===== src/rtl/lc3_mem_arbiter.sv =====
// Shares one synchronous single-port RAM between the LC-3 CPU memory interface
// and a debug/loader port, with round-robin arbitration on simultaneous requests.
module lc3_mem_arbiter #(
  parameter int RAM_LAT = 1
) (
  input  logic        clk,
  input  logic        reset_n,
  input  logic        cpu_en,
  input  logic        cpu_we,
  input  logic [15:0] cpu_addr,
  input  logic [15:0] cpu_wdata,
  output logic [15:0] cpu_rdata,
  output logic        cpu_ready,
  input  logic        dbg_en,
  input  logic        dbg_we,
  input  logic [15:0] dbg_addr,
  input  logic [15:0] dbg_wdata,
  output logic [15:0] dbg_rdata,
  output logic        dbg_ready,
  output logic        ram_en,
  output logic        ram_we,
  output logic [15:0] ram_addr,
  output logic [15:0] ram_wdata,
  input  logic [15:0] ram_rdata,
  output logic        busy,
  output logic        grant
);

  localparam logic [3:0] LAT_INIT = 4'(RAM_LAT);

  typedef enum logic [1:0] {IDLE, ACCESS, WAIT, DONE} state_t;

  state_t      state, state_next;
  logic        last_owner;
  logic        lat_we;
  logic [3:0]  cnt;
  logic        winner;
  logic        take;

  // On a tie the port that did not own the previous grant wins.
  assign winner = (cpu_en && dbg_en) ? ~last_owner : dbg_en;

  always_comb begin
    state_next = state;
    take       = 1'b0;
    ram_en     = 1'b0;
    ram_we     = 1'b0;
    cpu_ready  = 1'b0;
    dbg_ready  = 1'b0;
    busy       = 1'b1;
    case (state)
      IDLE: begin
        busy = 1'b0;
        if (cpu_en || dbg_en) begin
          take       = 1'b1;
          state_next = ACCESS;
        end
      end
      ACCESS: begin
        ram_en     = 1'b1;
        ram_we     = lat_we;
        state_next = lat_we ? DONE : WAIT;
      end
      WAIT: begin
        if (cnt <= 4'd1) state_next = DONE;
      end
      DONE: begin
        cpu_ready  = ~grant;
        dbg_ready  = grant;
        state_next = IDLE;
      end
      default: state_next = IDLE;
    endcase
  end

  always_ff @(posedge clk) begin
    if (!reset_n) begin
      state      <= IDLE;
      last_owner <= 1'b1;
      grant      <= 1'b0;
      lat_we     <= 1'b0;
      cnt        <= 4'd0;
      ram_addr   <= 16'h0000;
      ram_wdata  <= 16'h0000;
      cpu_rdata  <= 16'h0000;
      dbg_rdata  <= 16'h0000;
    end else begin
      state <= state_next;
      if (take) begin
        grant      <= winner;
        last_owner <= winner;
        lat_we     <= winner ? dbg_we    : cpu_we;
        ram_addr   <= winner ? dbg_addr  : cpu_addr;
        ram_wdata  <= winner ? dbg_wdata : cpu_wdata;
      end
      // The counter tracks the cycles until ram_rdata is valid for this read.
      if (state == ACCESS && !lat_we) begin
        cnt <= LAT_INIT;
      end else if (state == WAIT) begin
        cnt <= cnt - 4'd1;
      end
      if (state == WAIT && cnt <= 4'd1) begin
        if (grant) dbg_rdata <= ram_rdata;
        else       cpu_rdata <= ram_rdata;
      end
    end
  end

endmodule

===== config.mk =====
export PLATFORM = sky130hd
export DESIGN_NAME = lc3_mem_arbiter
export DESIGN_NICKNAME = d
export VERILOG_FILES = /design/src/rtl/lc3_mem_arbiter.sv
export SDC_FILE = /design/constraint.sdc
export NUM_CORES = 1
export LEC_CHECK = 0
export ABC_AREA = 0
export BUFFER_PORTS_ARGS = -buffer_cell sky130_fd_sc_hd__buf_2
export CAP_MARGIN = 20
export CELL_PAD_IN_SITES_DETAIL_PLACEMENT = 0
export CELL_PAD_IN_SITES_GLOBAL_PLACEMENT = 1
export CORE_MARGIN = 3
export CORE_UTILIZATION = 29
export DETAILED_ROUTE_END_ITERATION = 8
export PLACE_DENSITY = 0.72
export SYNTH_ARGS = -nofsm -noshare
export SYNTH_HDL_FRONTEND = slang
export SYNTH_SLANG_ARGS = --single-unit

===== constraint.sdc =====
create_clock -name clk -period 1.72 [get_ports clk]
set_input_delay 0.258 -clock clk [delete_from_list [all_inputs] [get_ports clk]]
set_output_delay 0.258 -clock clk [all_outputs]
set_load 0.05 [all_outputs]

# [Word-level counts from Yosys, hierarchy flattened]
# Index checks and enable logic that the tools add are counted.
[totals] ff_bits=73 latchBits=0 mem_bits_rw=0 romBits=0 output_inout_bits=70 word_cells=48 n_memories=0
[classes] addsub=1 mul=0 div=0 order_cmp=1 n_eq_ne=5 shifts=0 n_mux=17 n_bitwise=3 n_reduce_logical=11
[op_table] cell="2-to-1 mux 16 bit" count=2
[op_table] cell="2-to-1 mux 1 bit" count=12
[op_table] cell="one-hot mux 2 bit (4 select lines)" count=1
[op_table] cell="AND reduction 2 bit" count=3
[op_table] cell="== test 2 bit, second input constant" count=2
[op_table] cell="less-or-equal comparator 4 x 1 -> 1 bit, second input constant" count=1
[op_table] cell="2-to-1 mux 2 bit" count=2
[op_table] cell="subtractor 4 x 1 -> 4 bit, second input constant" count=1
[op_table] cell="logical AND 1 bit" count=3
[op_table] cell="NOT 1 bit" count=3
[op_table] cell="== test 2 x 1 -> 1 bit, second input constant" count=1
[op_table] cell="zero test 2 bit" count=1
[op_table] cell="inequality test 2 x 1 -> 1 bit, second input constant" count=1
[op_table] cell="inequality test 2 bit, second input constant" count=1
[op_table] cell="nonzero test 2 bit" count=1
[op_table] cell="OR reduction 2 bit" count=1
[op_table] cell="zero test 1 bit" count=1
[op_table] cell="logical OR 1 bit" count=1

# [Depth between registers and ports, before layout]
[logic_depth] depth_word=3 ltp_mapped=8 depth_no_buf=6

# [Least setup slack after synthesis]
# No wires, ideal clock.
[synth_path] path_type="reg-to-reg" start="register state[0]" end="register state[0]" arrival_ps=1789 setup_slack_ps=-127 path_stages_with_launch=6 period_less_slack_ps=1847 cell_sequence="dfxtp_1 > ha_1 > and2_1 > nand2_1 > o211ai_1 > o221a_2"
[synth_between] elab_chain_len=3 elab_cells_between_ends=8 cone_classes="eq/ne (5); mux (1); reduce/logical (2)"
[synth_lines] item="start: declaration" line_no="33" rtl="state_t state, state_next;"
[synth_lines] item="start signal: assignment" line_no="88" rtl="state <= state_next;"
[synth_lines] item="== test 2 bit / zero test 2 bit (equally long branches)" line_no="51" rtl="case (state)"
[synth_lines] item="inequality test 2 x 1 -> 1 bit (no line) / inequality test 2 bit (equally long branches)"
[synth_lines] item="AND reduction 2 bit (no line)"
# Several ways; a longest one is shown, not always the timed one.
# A chain may end at the register's enable or synchronous reset.

# [Worst setup path after layout]
[layout_path] start="register cnt[0]" end="register cpu_rdata[5]"
[layout_between] elab_chain_len=3
[layout_lines] item="start: declaration" line_no="36" rtl="logic [3:0] cnt;"
[layout_lines] item="start signal: assignment" line_no="100" rtl="cnt <= cnt - 4'd1;"
[layout_lines] item="less-or-equal comparator 4 x 1 -> 1 bit" line_no="102" rtl="if (state == WAIT && cnt <= 4'd1) begin"
[layout_lines] item="logical AND 1 bit" line_no="102"
[layout_lines] item="AND reduction 2 bit (no line)"
[layout_lines] item="end signal: assignment" line_no="104" rtl="else cpu_rdata <= ram_rdata;"
[layout_lines] item="end: declaration" line_no="12" rtl="output logic [15:0] cpu_rdata,"
# Every way passes these cells.

==> tab_implementation.tex <==
\begin{tabular}{lr}
\hline
Metric & Value \\
\hline
\multicolumn{2}{l}{\textbf{Run status}} \\
Outcome & finished clean \\
\multicolumn{2}{l}{\textbf{Route}} \\
Number of design rule violations left after detail routing & 0 \\
WL per Instance & 13.9 um \\
Number of vias per cell & 4.55 \\
TritonRoute pass-1 iters & 4 \\
Final WL & 8830 um \\
Count of nets left with antenna violations after detail routing & 0 \\
Via total after detailed routing & 2899 \\
Initial drt markers & 117 \\
\multicolumn{2}{l}{\textbf{STA}} \\
Post-route fraction of the period consumed by the critical path & 97.5\% \\
Final number of max-transition violations & 0 \\
Fmax achieved & 0.596 GHz \\
Number of setup violations in the final report & 0 \\
Endpoints failing hold & 0 \\
Min cycle time layout & 1.68 ns \\
Tightest Pin Transition & 0.292 ns \\
Final setup skew & 0.00594 ns \\
Relative slew slack & 80.5\% \\
\multicolumn{2}{l}{\textbf{Logic synthesis}} \\
Primary FF master, synth & dfxtp\_1 \\
Net count after synthesis & 436 \\
Cell count after synthesis & 344 \\
EDFF count, synth & 0 \\
Number of distinct library cells after synthesis & 32 \\
Sequential area share after synthesis & 47.5\% \\
Synthesized area per cell & 8.95 um\^{}2 \\
Synthesis Warnings & 0 \\
Seq cells post-synth & 73 \\
Netlist Area Pre-Place & 3080 um\^{}2 \\
Share of flip-flops with an asynchronous set or reset after synthesis & 0\% \\
\multicolumn{2}{l}{\textbf{Worst setup path}} \\
CP Data Arrival Time & 1.92 ns \\
Startpoint type of the worst setup path & register \\
Worst setup startpoint & cnt[0]\$\_SDFFE\_PN0P\_ \\
CP Class & reg2reg \\
Critical path, cell by cell & inv\_1 > ha\_2 > nor2\_2 > or4\_4 > clkbuf\_16 > nand3\_1 > o21ai\_2 \\
Critical path's largest stage delay & 0.58 ns \\
Capturing element type of the critical path & register \\
Maximum fanout along the worst path & 8 \\
Startpoint of the lowest-slack register-to-register path & cnt[0]\$\_SDFFE\_PN0P\_ \\
Required time at the endpoint of the critical path & 1.96 ns \\
Crit-path slowest cell & or4\_4 \\
\multicolumn{2}{l}{\textbf{Floorplanning}} \\
Die Span X & 109 um \\
Number of primary I/O pins & 156 \\
Cell Rows & 36 \\
Effective utilization at floorplan & 30.7\% \\
Chip Height & 109 um \\
Placeable core region & 10000 um\^{}2 \\
Overall die area & 11900 um\^{}2 \\
\multicolumn{2}{l}{\textbf{Min path}} \\
Class of the tightest hold or removal check & in2reg \\
Critical hold path startpoint & ram\_rdata[14] \\
\multicolumn{2}{l}{\textbf{Power}} \\
Ratio of total power to cell area & 1650 nW/um\^{}2 \\
VDD IR-drop max & 836 uV \\
Leakage power & 2.04 nW \\
\multicolumn{2}{l}{\textbf{CTS}} \\
Root buffer selected by CTS & clkbuf\_8 \\
Clock edge transition at the registers on the reported setup and hold paths & 0.08 ns \\
Max Root-Sink Buffers & 2 \\
Clock latency on the worst-skew pair & 0.34 ns \\
Clock tree from TritonCTS & built \\
Number of buffers created by CTS & 9 \\
CTS HTree Levels & 3 \\
Clock Sink Count & 73 \\
\multicolumn{2}{l}{\textbf{Flow run}} \\
Maxcap violations & 0 \\
\multicolumn{2}{l}{\textbf{Placed design}} \\
PortBufs & 155 \\
Final estimated routing congestion in global placement & 0.778 \\
Post-Place Cell Area & 4050 um\^{}2 \\
Number of cells after detailed placement & 615 \\
HPWL Detailed & 6320 um \\
\multicolumn{2}{l}{\textbf{Global routing}} \\
Initial antenna violation count & 0 \\
First-pass GRT wire length & 13500 um \\
GRT Total Usage & 14.5\% \\
Via count of the first global-routing pass & 2764 \\
Maximum number of pins on one net before global-route repair & 73 \\
Remaining global-route overflow & 0 \\
\multicolumn{2}{l}{\textbf{Layout}} \\
Share of post-route cells with drive strength above 1 & 42.5\% \\
NumNets Final & 591 \\
Post-route cell area & 4400 um\^{}2 \\
Post-layout instance count excluding filler cells & 637 \\
Filler cell count & 1028 \\
Syn-to-layout area delta & 42.9\% \\
Diodes inserted & 0 \\
\hline
\end{tabular}
==> cells in the mapped netlist (5+ instances only) <==
| cell type | count | share of area [%] |
|---|---|---|
| inv_1 | 5 | 0.61 |
| mux2i_1 | 34 | 11 |
| nor2_1 | 5 | 0.61 |
| o21ai_2 | 11 | 3.1 |
| nand2_1 | 37 | 4.5 |
| a21oi_1 | 36 | 5.9 |
| buf_2 | 5 | 0.81 |
| nand3_1 | 32 | 5.2 |
| clkbuf_1 | 15 | 1.8 |
| dfxtp_1 | 73 | 47 |
| ha_1 | 6 | 2.4 |
| o21ai_0 | 50 | 8.1 |
| o21ai_1 | 5 | 0.81 |
==> critical path: cells and delay by family, from the launching register on <==
family	cells	cell delay, ns
and+or+nand+nor	3	0.73
DFF	1	0.35
buffers and inverters	2	0.25
adders and majority gates	1	0.18
AOI/OAI and AO/OA	1	0.05
==> layer usage <==
layer / up-vias / GRT usage (%) / wire [um]
met5: - / 0 / 0
met4: 0 / 6.22 / 141
met3: 11 / 3.73 / 422
met2: 63 / 23.2 / 4290
met1: 1309 / 18.4 / 3980
li1: 1516 / - / -
==> state kept, by name, summed over array words and instances, names as in the netlist <==
name,cells
ram_wdata,16
ram_addr,16
dbg_rdata,16
state,2
lat_we,1
grant,1
cpu_rdata,16
cnt,4
last_owner,1
==> timing repair <==
action,CTS,global route
pin swaps,0,2
hold buffers,0,0
buffers inserted,0,3
gates cloned,0,3
gates resized for setup,1,10
setup endpoints to repair,1,18
hold endpoints to repair,0,0
==> where the power goes <==
part	internal (W)	switching, W
registers	0.00209	0.000202
logic	0.00101	0.00229
clock network	0.000963	0.000675
==> placed cells by master (no fill, tap or decap), types with 2 or more instances in the layout <==
cell type	instances
buf_2	153
dfxtp_1	71
o21ai_0	50
nand2_1	37
a21oi_1	36
mux2i_1	34
nand3_1	32
o21ai_2	11
buf_4	11
clkbuf_8	9
o21ai_1	5
buf_12	5
inv_1	4
nor2_1	4
ha_1	4
nor2b_1	3
bufinv_16	3
xnor2_1	2
ha_2	2
clkinvlp_4	2
clkbuf_16	2
buf_6	2
==> worst paths after layout <==
check,to,slack (ns),cells past startpoint
max,cpu_rdata[5]$_SDFFE_PN0P_,0.04,7
min,dbg_rdata[14]$_SDFFE_PN0P_,0.15,3
max reg2reg,cpu_rdata[5]$_SDFFE_PN0P_,0.04,7
min reg2reg,cpu_rdata[2]$_SDFFE_PN0P_,0.46,2
==> area by class of cell <==
| cell class | instances | area (um^2) | share of cell area (%) |
|---|---|---|---|
| clock buffers | 9 | 124 | 2.82 |
| clock inverters | 7 | 119 | 2.70 |
| inverters | 5 | 18.8 | 0.427 |
| multi-input cells | 237 | 1480 | 33.7 |
| flip-flops and latches | 73 | 1470 | 33.3 |
| well taps | 133 | 166 | 3.78 |
| repair buffers | 173 | 1020 | 23.2 |
==> per-stage QoR <==
stage / utilization (%) / hold slack, ns / setup TNS (ns) / worst slack [ns] / power, W
after floorplan: - / 0.388 / 0 / 0.0400 / 0.00463
after global placement: 40.3 / 0.442 / 0 / 0.0995 / 0.00539
after detailed placement: 40.3 / 0.449 / 0 / 0.0594 / 0.00543
after CTS: 42.8 / 0.137 / 0 / 0.00730 / 0.00710
after global routing: 43.8 / 0.145 / -0.0364 / -0.00719 / 0.00766
final: 43.8 / 0.148 / 0 / 0.0431 / 0.00724
==> cell families after synthesis <==
logic type | share of synthesized area (%)
multiplexers | 11.1
XOR/XNOR | 0.853
AND/OR/NAND/NOR | 12.9
adder cells (fa/ha/maj) | 2.44
buffers and inverters | 5.44
AO/OA/AOI/OAI | 19.8
flip-flops | 47.5
No activity file was read; power rests on OpenSTA's default activity.
